`src/rtl/finish_line_fsm.sv`:
```
// Reaction-timer responder: measures lights-out to key press in ms as packed BCD,
// flags false starts and no-response. Optional best-time register under BEST_TIME_EN.
module finish_line_fsm #(
  parameter int unsigned SYNC_STAGES = 2,
  parameter logic [15:0] MAX_BCD     = 16'h9999
) (
  input  logic        clk,
  input  logic        reset,
  input  logic        tick_ms,
  input  logic        arm,
  input  logic        go,
  input  logic        trigger,
  output logic [15:0] result_bcd,
  output logic        busy,
  output logic        done,
  output logic        false_start,
  output logic        no_response,
  output logic [15:0] best_bcd
);

  localparam int unsigned BCD_W  = 16;
  localparam int unsigned DIGITS = 4;

  localparam logic [2:0] S_IDLE    = 3'd0;
  localparam logic [2:0] S_ARMED   = 3'd1;
  localparam logic [2:0] S_TIMING  = 3'd2;
  localparam logic [2:0] S_DONE    = 3'd3;
  localparam logic [2:0] S_FALSE   = 3'd4;
  localparam logic [2:0] S_TIMEOUT = 3'd5;

  // Decimal increment with ripple carry across all four nibbles
  function automatic logic [BCD_W-1:0] bcd_inc(input logic [BCD_W-1:0] v);
    logic [BCD_W-1:0] r;
    logic             carry;
    r     = v;
    carry = 1'b1;
    for (int i = 0; i < int'(DIGITS); i++) begin
      if (carry) begin
        if (r[i*4 +: 4] == 4'd9) begin
          r[i*4 +: 4] = 4'd0;
        end else begin
          r[i*4 +: 4] = r[i*4 +: 4] + 4'd1;
          carry       = 1'b0;
        end
      end
    end
    return r;
  endfunction

  logic [SYNC_STAGES-1:0] sync_q;
  logic                   key_d;
  logic                   synced;
  logic                   press;

  logic [2:0]       state, state_nxt;
  logic [BCD_W-1:0] result_nxt;
  logic             busy_nxt, done_nxt, false_nxt, nores_nxt;

  // Key synchroniser; released level is 1 so reset never fabricates a press
  always_ff @(posedge clk) begin
    if (reset) begin
      sync_q <= '1;
      key_d  <= 1'b1;
    end else begin
      sync_q <= {sync_q[SYNC_STAGES-2:0], trigger};
      key_d  <= synced;
    end
  end

  assign synced = sync_q[SYNC_STAGES-1];
  assign press  = key_d & ~synced;

  always_ff @(posedge clk) begin
    if (reset) begin
      state       <= S_IDLE;
      result_bcd  <= '0;
      busy        <= 1'b0;
      done        <= 1'b0;
      false_start <= 1'b0;
      no_response <= 1'b0;
    end else begin
      state       <= state_nxt;
      result_bcd  <= result_nxt;
      busy        <= busy_nxt;
      done        <= done_nxt;
      false_start <= false_nxt;
      no_response <= nores_nxt;
    end
  end

  // arm outranks everything; within ARMED/TIMING a press outranks go/tick
  always_comb begin
    state_nxt  = state;
    result_nxt = result_bcd;
    false_nxt  = false_start;
    nores_nxt  = no_response;
    done_nxt   = 1'b0;
    if (arm) begin
      state_nxt  = S_ARMED;
      result_nxt = '0;
      false_nxt  = 1'b0;
      nores_nxt  = 1'b0;
    end else begin
      case (state)
        S_ARMED: begin
          if (press) begin
            state_nxt = S_FALSE;
            false_nxt = 1'b1;
          end else if (go) begin
            state_nxt  = S_TIMING;
            result_nxt = '0;
          end
        end
        S_TIMING: begin
          if (press) begin
            state_nxt = S_DONE;
            done_nxt  = 1'b1;
          end else if (tick_ms) begin
            if (result_bcd == MAX_BCD) begin
              state_nxt = S_TIMEOUT;
              nores_nxt = 1'b1;
            end else begin
              result_nxt = bcd_inc(result_bcd);
            end
          end
        end
        default: ;
      endcase
    end
    busy_nxt = (state_nxt == S_ARMED) || (state_nxt == S_TIMING);
  end

`ifdef BEST_TIME_EN
  logic [BCD_W-1:0] best_q;
  logic             capture;

  // Packed BCD orders the same as unsigned binary, so a plain compare suffices
  assign capture = !arm && (state == S_TIMING) && press;

  always_ff @(posedge clk) begin
    if (reset) begin
      best_q <= 16'h9999;
    end else if (capture && (result_bcd < best_q)) begin
      best_q <= result_bcd;
    end
  end

  assign best_bcd = best_q;
`else
  assign best_bcd = 16'h9999;
`endif

endmodule

```
`config.mk`:
```
export PLATFORM = sky130hd
export DESIGN_NAME = finish_line_fsm
export DESIGN_NICKNAME = d
export VERILOG_FILES = /design/src/rtl/finish_line_fsm.sv
export SDC_FILE = /design/constraint.sdc
export NUM_CORES = 1
export LEC_CHECK = 0
export CELL_PAD_IN_SITES_DETAIL_PLACEMENT = 0
export CELL_PAD_IN_SITES_GLOBAL_PLACEMENT = 1
export CORE_ASPECT_RATIO = 1.1
export CORE_MARGIN = 10
export CORE_UTILIZATION = 35
export CTS_CLUSTER_SIZE = 16
export DETAILED_ROUTE_END_ITERATION = 8
export GPL_TIMING_DRIVEN = 0
export PLACE_DENSITY = 0.83
export REMOVE_ABC_BUFFERS = 1
export SLEW_MARGIN = 20
export SYNTH_ARGS = -nofsm -noshare
export SYNTH_HDL_FRONTEND = slang
export SYNTH_SLANG_ARGS = --single-unit
```
`constraint.sdc`:
```
create_clock -name clk -period 2.31 [get_ports clk]
set_input_delay 0.462 -clock clk [delete_from_list [all_inputs] [get_ports clk]]
set_output_delay 0.462 -clock clk [all_outputs]
set_load 0.02 [all_outputs]
```
## Word level (Yosys, flattened, before mapping)

Index checks and enable logic that the tools add are counted.

| word-level totals | value |
|---|---|
| input bits | 6 |
| flip-flop bits (word level) | 26 |
| word-level logic and storage cells | 87 |

| cells by class | value |
|---|---|
| reductions and logical operators | 10 |
| equal/unequal tests | 17 |
| add/sub/neg operators | 4 |
| bitwise gates (word level) | 4 |
| multiplexer cells | 41 |

Operator list:

| cell | number |
|---|---|
| 16-bit two-way mux | 5 |
| 16-bit one-hot mux with 2 select lines | 1 |
| 4-bit two-way mux | 7 |
| 1-bit two-way mux | 21 |
| 7-bit AND reduction | 3 |
| 3-bit two-way mux | 6 |
| 4-bit by 1-bit adder with 4-bit output (second input constant) | 4 |
| 16-bit == test (second input constant) | 1 |
| 4-bit == test (second input constant) | 4 |
| 2-bit inequality test (second input constant) | 8 |
| 3-bit by 1-bit == test with 1-bit output (second input constant) | 2 |
| 3-bit by 2-bit == test with 1-bit output (second input constant) | 2 |
| 3-bit one-hot mux with 2 select lines | 1 |
| 6-bit AND reduction | 1 |
| 4-bit AND reduction | 1 |
| 1-bit inverter | 3 |
| 3-bit OR reduction | 1 |
| 2-bit AND reduction | 1 |
| 2-bit nonzero test | 1 |
| 2-bit OR reduction | 1 |
| 1-bit AND | 1 |
| 1-bit logical OR | 1 |

## Depth between registers and ports, before layout

| depth | value |
|---|---|
| depth after elaboration | 24 |
| gate-level depth with buffers | 8 |
| mapped depth without buffers | 7 |

## Worst setup path before layout

OpenSTA, ideal clock, no wires.

| timing path | value |
|---|---|
| path kind | reg2reg |
| from | register result_bcd[9] |
| to | register result_bcd[9] |
| data arrival time | 1,995 ps |
| slack | 244 ps |
| clock period less this slack | 2,066 ps |
| path buffers | 1 |
| required time | 2,239 ps |
| stages on the path, launching flop included | 9 |
| setup time | 71 ps |
| cell sequence | dfxtp_1 -> inv_1 -> ha_1 -> and3b_1 -> a211oi_4 -> a21oi_2 -> buf_6 -> or4_1 -> a21oi_1 |

| between the ends | value |
|---|---|
| word-level cells in the longest chain between the ends | 7 |
| elaborated cells between the ends (all ways) | 11 |

RTL lines:

| what | RTL line | source |
|---|---|---|
| start: declaration | 13 | `output logic [15:0] result_bcd,` |
| start signal: assignment | 83 | `result_bcd <= result_nxt;` |
| 4-bit by 1-bit adder with 4-bit output / 4-bit == test (equally long branches) | 42, 39 |  |
| 4-bit two-way mux | 39 | `if (r[i*4 +: 4] == 4'd9) begin` |
| 4-bit two-way mux | 38 | `if (carry) begin` |
| 16-bit two-way mux | 119 | `if (result_bcd == MAX_BCD) begin` |
| 16-bit two-way mux | 118 | `end else if (tick_ms) begin` |
| 16-bit two-way mux | 115 | `if (press) begin` |
| 16-bit one-hot mux with 2 select lines | 104 | `case (state)` |

Several ways; a longest one is shown, not always the timed one. The select of a mux whose other input is x is not followed.
A chain may end at the register's enable or synchronous reset.

## Worst setup path in the final report

| timing path | value |
|---|---|
| from | register result_bcd[9] |
| to | register result_bcd[13] |

| between the ends | value |
|---|---|
| word-level cells in the longest chain between the ends | 10 |
| elaborated cells between the ends (all ways) | 12 |

RTL lines:

| what | RTL line | source |
|---|---|---|
| 4-bit == test | 39 |  |
| 1-bit two-way mux | 39 |  |
| 1-bit two-way mux | 38 |  |
| 1-bit two-way mux | 119 |  |
| 1-bit two-way mux | 118 |  |
| 1-bit two-way mux | 115 |  |
| 1-bit two-way mux | 104 |  |
| 1-bit two-way mux | 98 | `if (arm) begin` |
| 2-bit inequality test (no line) | -- |  |
| 7-bit AND reduction (no line) (*) | -- |  |

Every way passes the cells marked *; elsewhere a longest branch is shown, timed or not. The select of a mux whose other input is x is not followed.

==> results.yml <==
global_route:
  grt_pass1_vias: 1310
  grt_max_degree: 18
  antenna_found_initial: 0
  overflow: 0
  grt_use_total_pct: 8.89
  grt_pass1_wl_um: 6010
setup_path:
  path_class: "reg2reg"
  crit_chain: "inv_1 > ha_1 > and3b_1 > a211oi_4 > a21oi_2 > or4_1 > a21oi_1"
  worst-r2r-setup-slack_ns: 0.26
  cp.required_ns: 2.52
  cp.arrival_ns: 2.26
  cp.buffers_inverters: 1
  worstRegToRegCells: 7
  cp_max_fo: 11
  slowest_stage: "or4_1"
  cp.depth: 7
  critical-path-top-delay-family: "simple AND/OR/NAND/NOR gates"
  rr_startpoint: "result_bcd[9]"
  critPathLaunchType: "flip-flop"
  slowest_delay_ns: 0.50
  regToRegEndpoint: "result_bcd[13]"
  end_kind: "flip-flop"
route:
  avgRoutedWirePerCell_um: 13.5
  drtIter0Drc: 44
  drt-total-wl_um: 3500
  drc_errors: 0
  post_drt_via_cell_ratio: 5.10
  vias: 1321
  drt-pass1-iter-count: 4
  ant_nets: 0
sta:
  worst_slew_pin_slew_ns: 0.507
  rsz0062_at_grt: "no"
  fin_crit_ns: 2.05
  timing_hold_violations_final: 0
  min_period_over_period_pct: 88.6
  setup_violations: 0
  finClkSkew_ns: 0.00351
  fmax_ghz: 0.489
  slew_violations: 0
  relSlewSlack_pct: 66.1
  tns_ns: 0
floorplan:
  rows: 25
  dieArea_mm2: 0.00760
  dieHeight_um: 90.4
  core_area_mm2: 0.00432
  die_w_um: 84.0
  pin_count: 42
  initial_core_util_pct: 36.6
place:
  place_congestion: 0.754
  dp_hpwl_um: 2660
  io_buffers: 25
pwr:
  internal_power_mw: 0.607
  power_switching_mw: 0.224
  ir_worst_vdd_mv: 0.286
  p_comb_share_pct: 12.8
  seqPwrFrac_pct: 55.5
  p_leak_nw: 0.629
  clkPwrFrac_pct: 31.7
  p_sw_share_pct: 26.9
  power_density_mw_per_mm2: 446
synth:
  yosysTopAreaCell: "dfxtp_1"
  synth_ff_type: "dfxtp_1"
  synth.cell_area_mm2: 0.00158
  synth_cells: 182
  async_flop_share_pct: 0
  synth_top_cell_area_share_pct: 33.0
  synthTopCellsByArea: "dfxtp_1, buf_4, ha_1, a21oi_1, or4_1"
  synth_edf_count: 0
  syn_avg_cell_area_um2: 8.67
  ys_seq_elements: 26
  ys_warn_count: 0
  synth_cell_type_count: 48
  yosysSeqAreaShare_pct: 33.0
final_layout:
  finish.utilization_pct: 43.2
  areaGrowthSynthToFinish_pct: 18.1
  drive_above_1_share_pct: 11.2
  diodes: 0
  fin_nets: 221
clocking:
  hold_buffers: 0
  h-tree-depth: 1
  cts_buffer_depth: 2
  clk_pin_slew_ns: 0.09
  cts_made_buffers: 3
  clockRootBuffer: "clkbuf_8"
  cts.sinks: 26
  cts_tree: "yes"
  clk_latency_ns: 0.27
min_path:
  hp-start: "sync_q[0]"
  hold_path_depth: 1
  worst_hold_path_type: "reg2reg"
  holdPathEnd: "sync_q[1]"
job:
  max_cap_violations: 0
run_status:
  outcome: "finished clean"
-- area by class of cell --
| cell class | instances | area [µm²] |
|---|---|---|
| Fill cell | 470 | 2450 |
| Timing Repair Buffer | 27 | 265 |
| Tap cell | 54 | 67.6 |
| Clock buffer | 3 | 41.3 |
| Sequential cell | 26 | 520 |
| Inverter | 6 | 22.5 |
| Multi-Input combinational cell | 143 | 946 |
-- worst reg2reg max path, delay by kind of cell (launching register included) --
family | cells | cell delay, ns
and+or+nand+nor | 2 | 0.72
buffers and inverters | 1 | 0.07
adders and majority gates | 1 | 0.19
DFF | 1 | 0.40
AOI/OAI and AO/OA | 3 | 0.59
-- flip-flops by register name, indices dropped and copies added, names as in the netlist --
register and count:
false_start 1, no_response 1, sync_q 2, key_d 1, done 1, result_bcd 16, state 3, busy 1
-- metrics by stage --
step / setup WS (ns) / hold WS [ns] / power (mW) / std cells / instance area [µm²]
CTS: 0.0978 / 0.421 / 0.843 / 257 / 1830
floorplan: 0.232 / 0.389 / 0.546 / 175 / 1480
finish: 0.264 / 0.415 / 0.830 / 259 / 1860
global placement: 0.00794 / 0.392 / 0.577 / 254 / 1790
detailed placement: 0.0224 / 0.399 / 0.577 / 254 / 1790
global route: 0.0713 / 0.437 / 0.870 / 259 / 1860
-- repair_timing --
action,4_1_cts,5_1_grt
resized for setup,0,2
setup endpoints to repair,0,7
hold endpoints to repair,0,0
setup buffers,0,2
-- how the worst max path moves through the flow --
stage                        startpoint             end  slack [ns]
after CTS                 result_bcd[9]  result_bcd[13]         0.1
after global placement               go  result_bcd[13]       0.008
after global routing      result_bcd[0]            busy        0.07
after detailed placement             go  result_bcd[13]        0.02
final                     result_bcd[9]  result_bcd[13]        0.26
after floorplan           result_bcd[9]  result_bcd[13]        0.23
-- power groups by stage --
stage | Sequential (mW) | Combinational (mW) | Clock [mW]
global route | 0.462 | 0.119 | 0.289
detailed placement | 0.471 | 0.106 | 0
CTS | 0.461 | 0.107 | 0.276
global placement | 0.471 | 0.106 | 0
finish | 0.461 | 0.107 | 0.263
floorplan | 0.473 | 0.0729 | 0
-- cell families after synthesis --
| group | share of synthesized area (%) |
|---|---|
| simple gates | 28.9 |
| compound gates | 20.1 |
| buf+inv | 11.3 |
| flops | 33.0 |
| fa+ha+maj | 6.34 |
| other cells | 0.476 |
-- synth_stat cells (2+ instances only) --
master / number
buf_4: 16
nor2b_1: 4
o21ai_0: 11
buf_6: 2
o31ai_1: 4
clkbuf_1: 2
a21oi_2: 2
nand4b_1: 2
nand4_1: 2
or4_1: 8
a21oi_1: 17
dfxtp_1: 26
o21bai_1: 2
nand2b_1: 2
or3_1: 2
ha_1: 8
or2_2: 4
nand2_1: 5
nand3b_1: 4
inv_1: 6
nor3_1: 7
a21boi_1: 2
nand3_1: 4
conb_1: 2
nor2_1: 11
and3b_1: 2
a41oi_1: 2
and3_1: 3
-- layout by cell type, fill, tap and decap left out, types with 2 or more instances in the layout --
cell,n
nand3_1,4
and3_1,3
nor2b_1,4
nand3b_1,4
buf_4,2
a21oi_2,2
nor3_1,7
or4_1,8
o31ai_1,4
nor4_2,2
clkdlybuf4s50_1,25
nand4_1,2
nor2_1,11
o21ai_0,11
nand2_1,5
or2_2,4
nand4b_1,2
nand2b_1,2
clkbuf_8,3
a21boi_1,2
dfxtp_1,26
or3_1,2
and3b_1,2
conb_1,16
o21bai_1,2
inv_1,6
ha_1,8
a21oi_1,17
a41oi_1,2
-- layer usage --
metal / track usage (%) / share of wire, % / vias to the layer above
met5: 0 / 0 / -
met4: 3.07 / 1.1 / 0
met3: 3.16 / 6.7 / 4
met2: 14.5 / 46 / 26
met1: 10.5 / 46 / 609
li1: - / - / 682
Note: power is estimated with default switching activity, not from simulation.
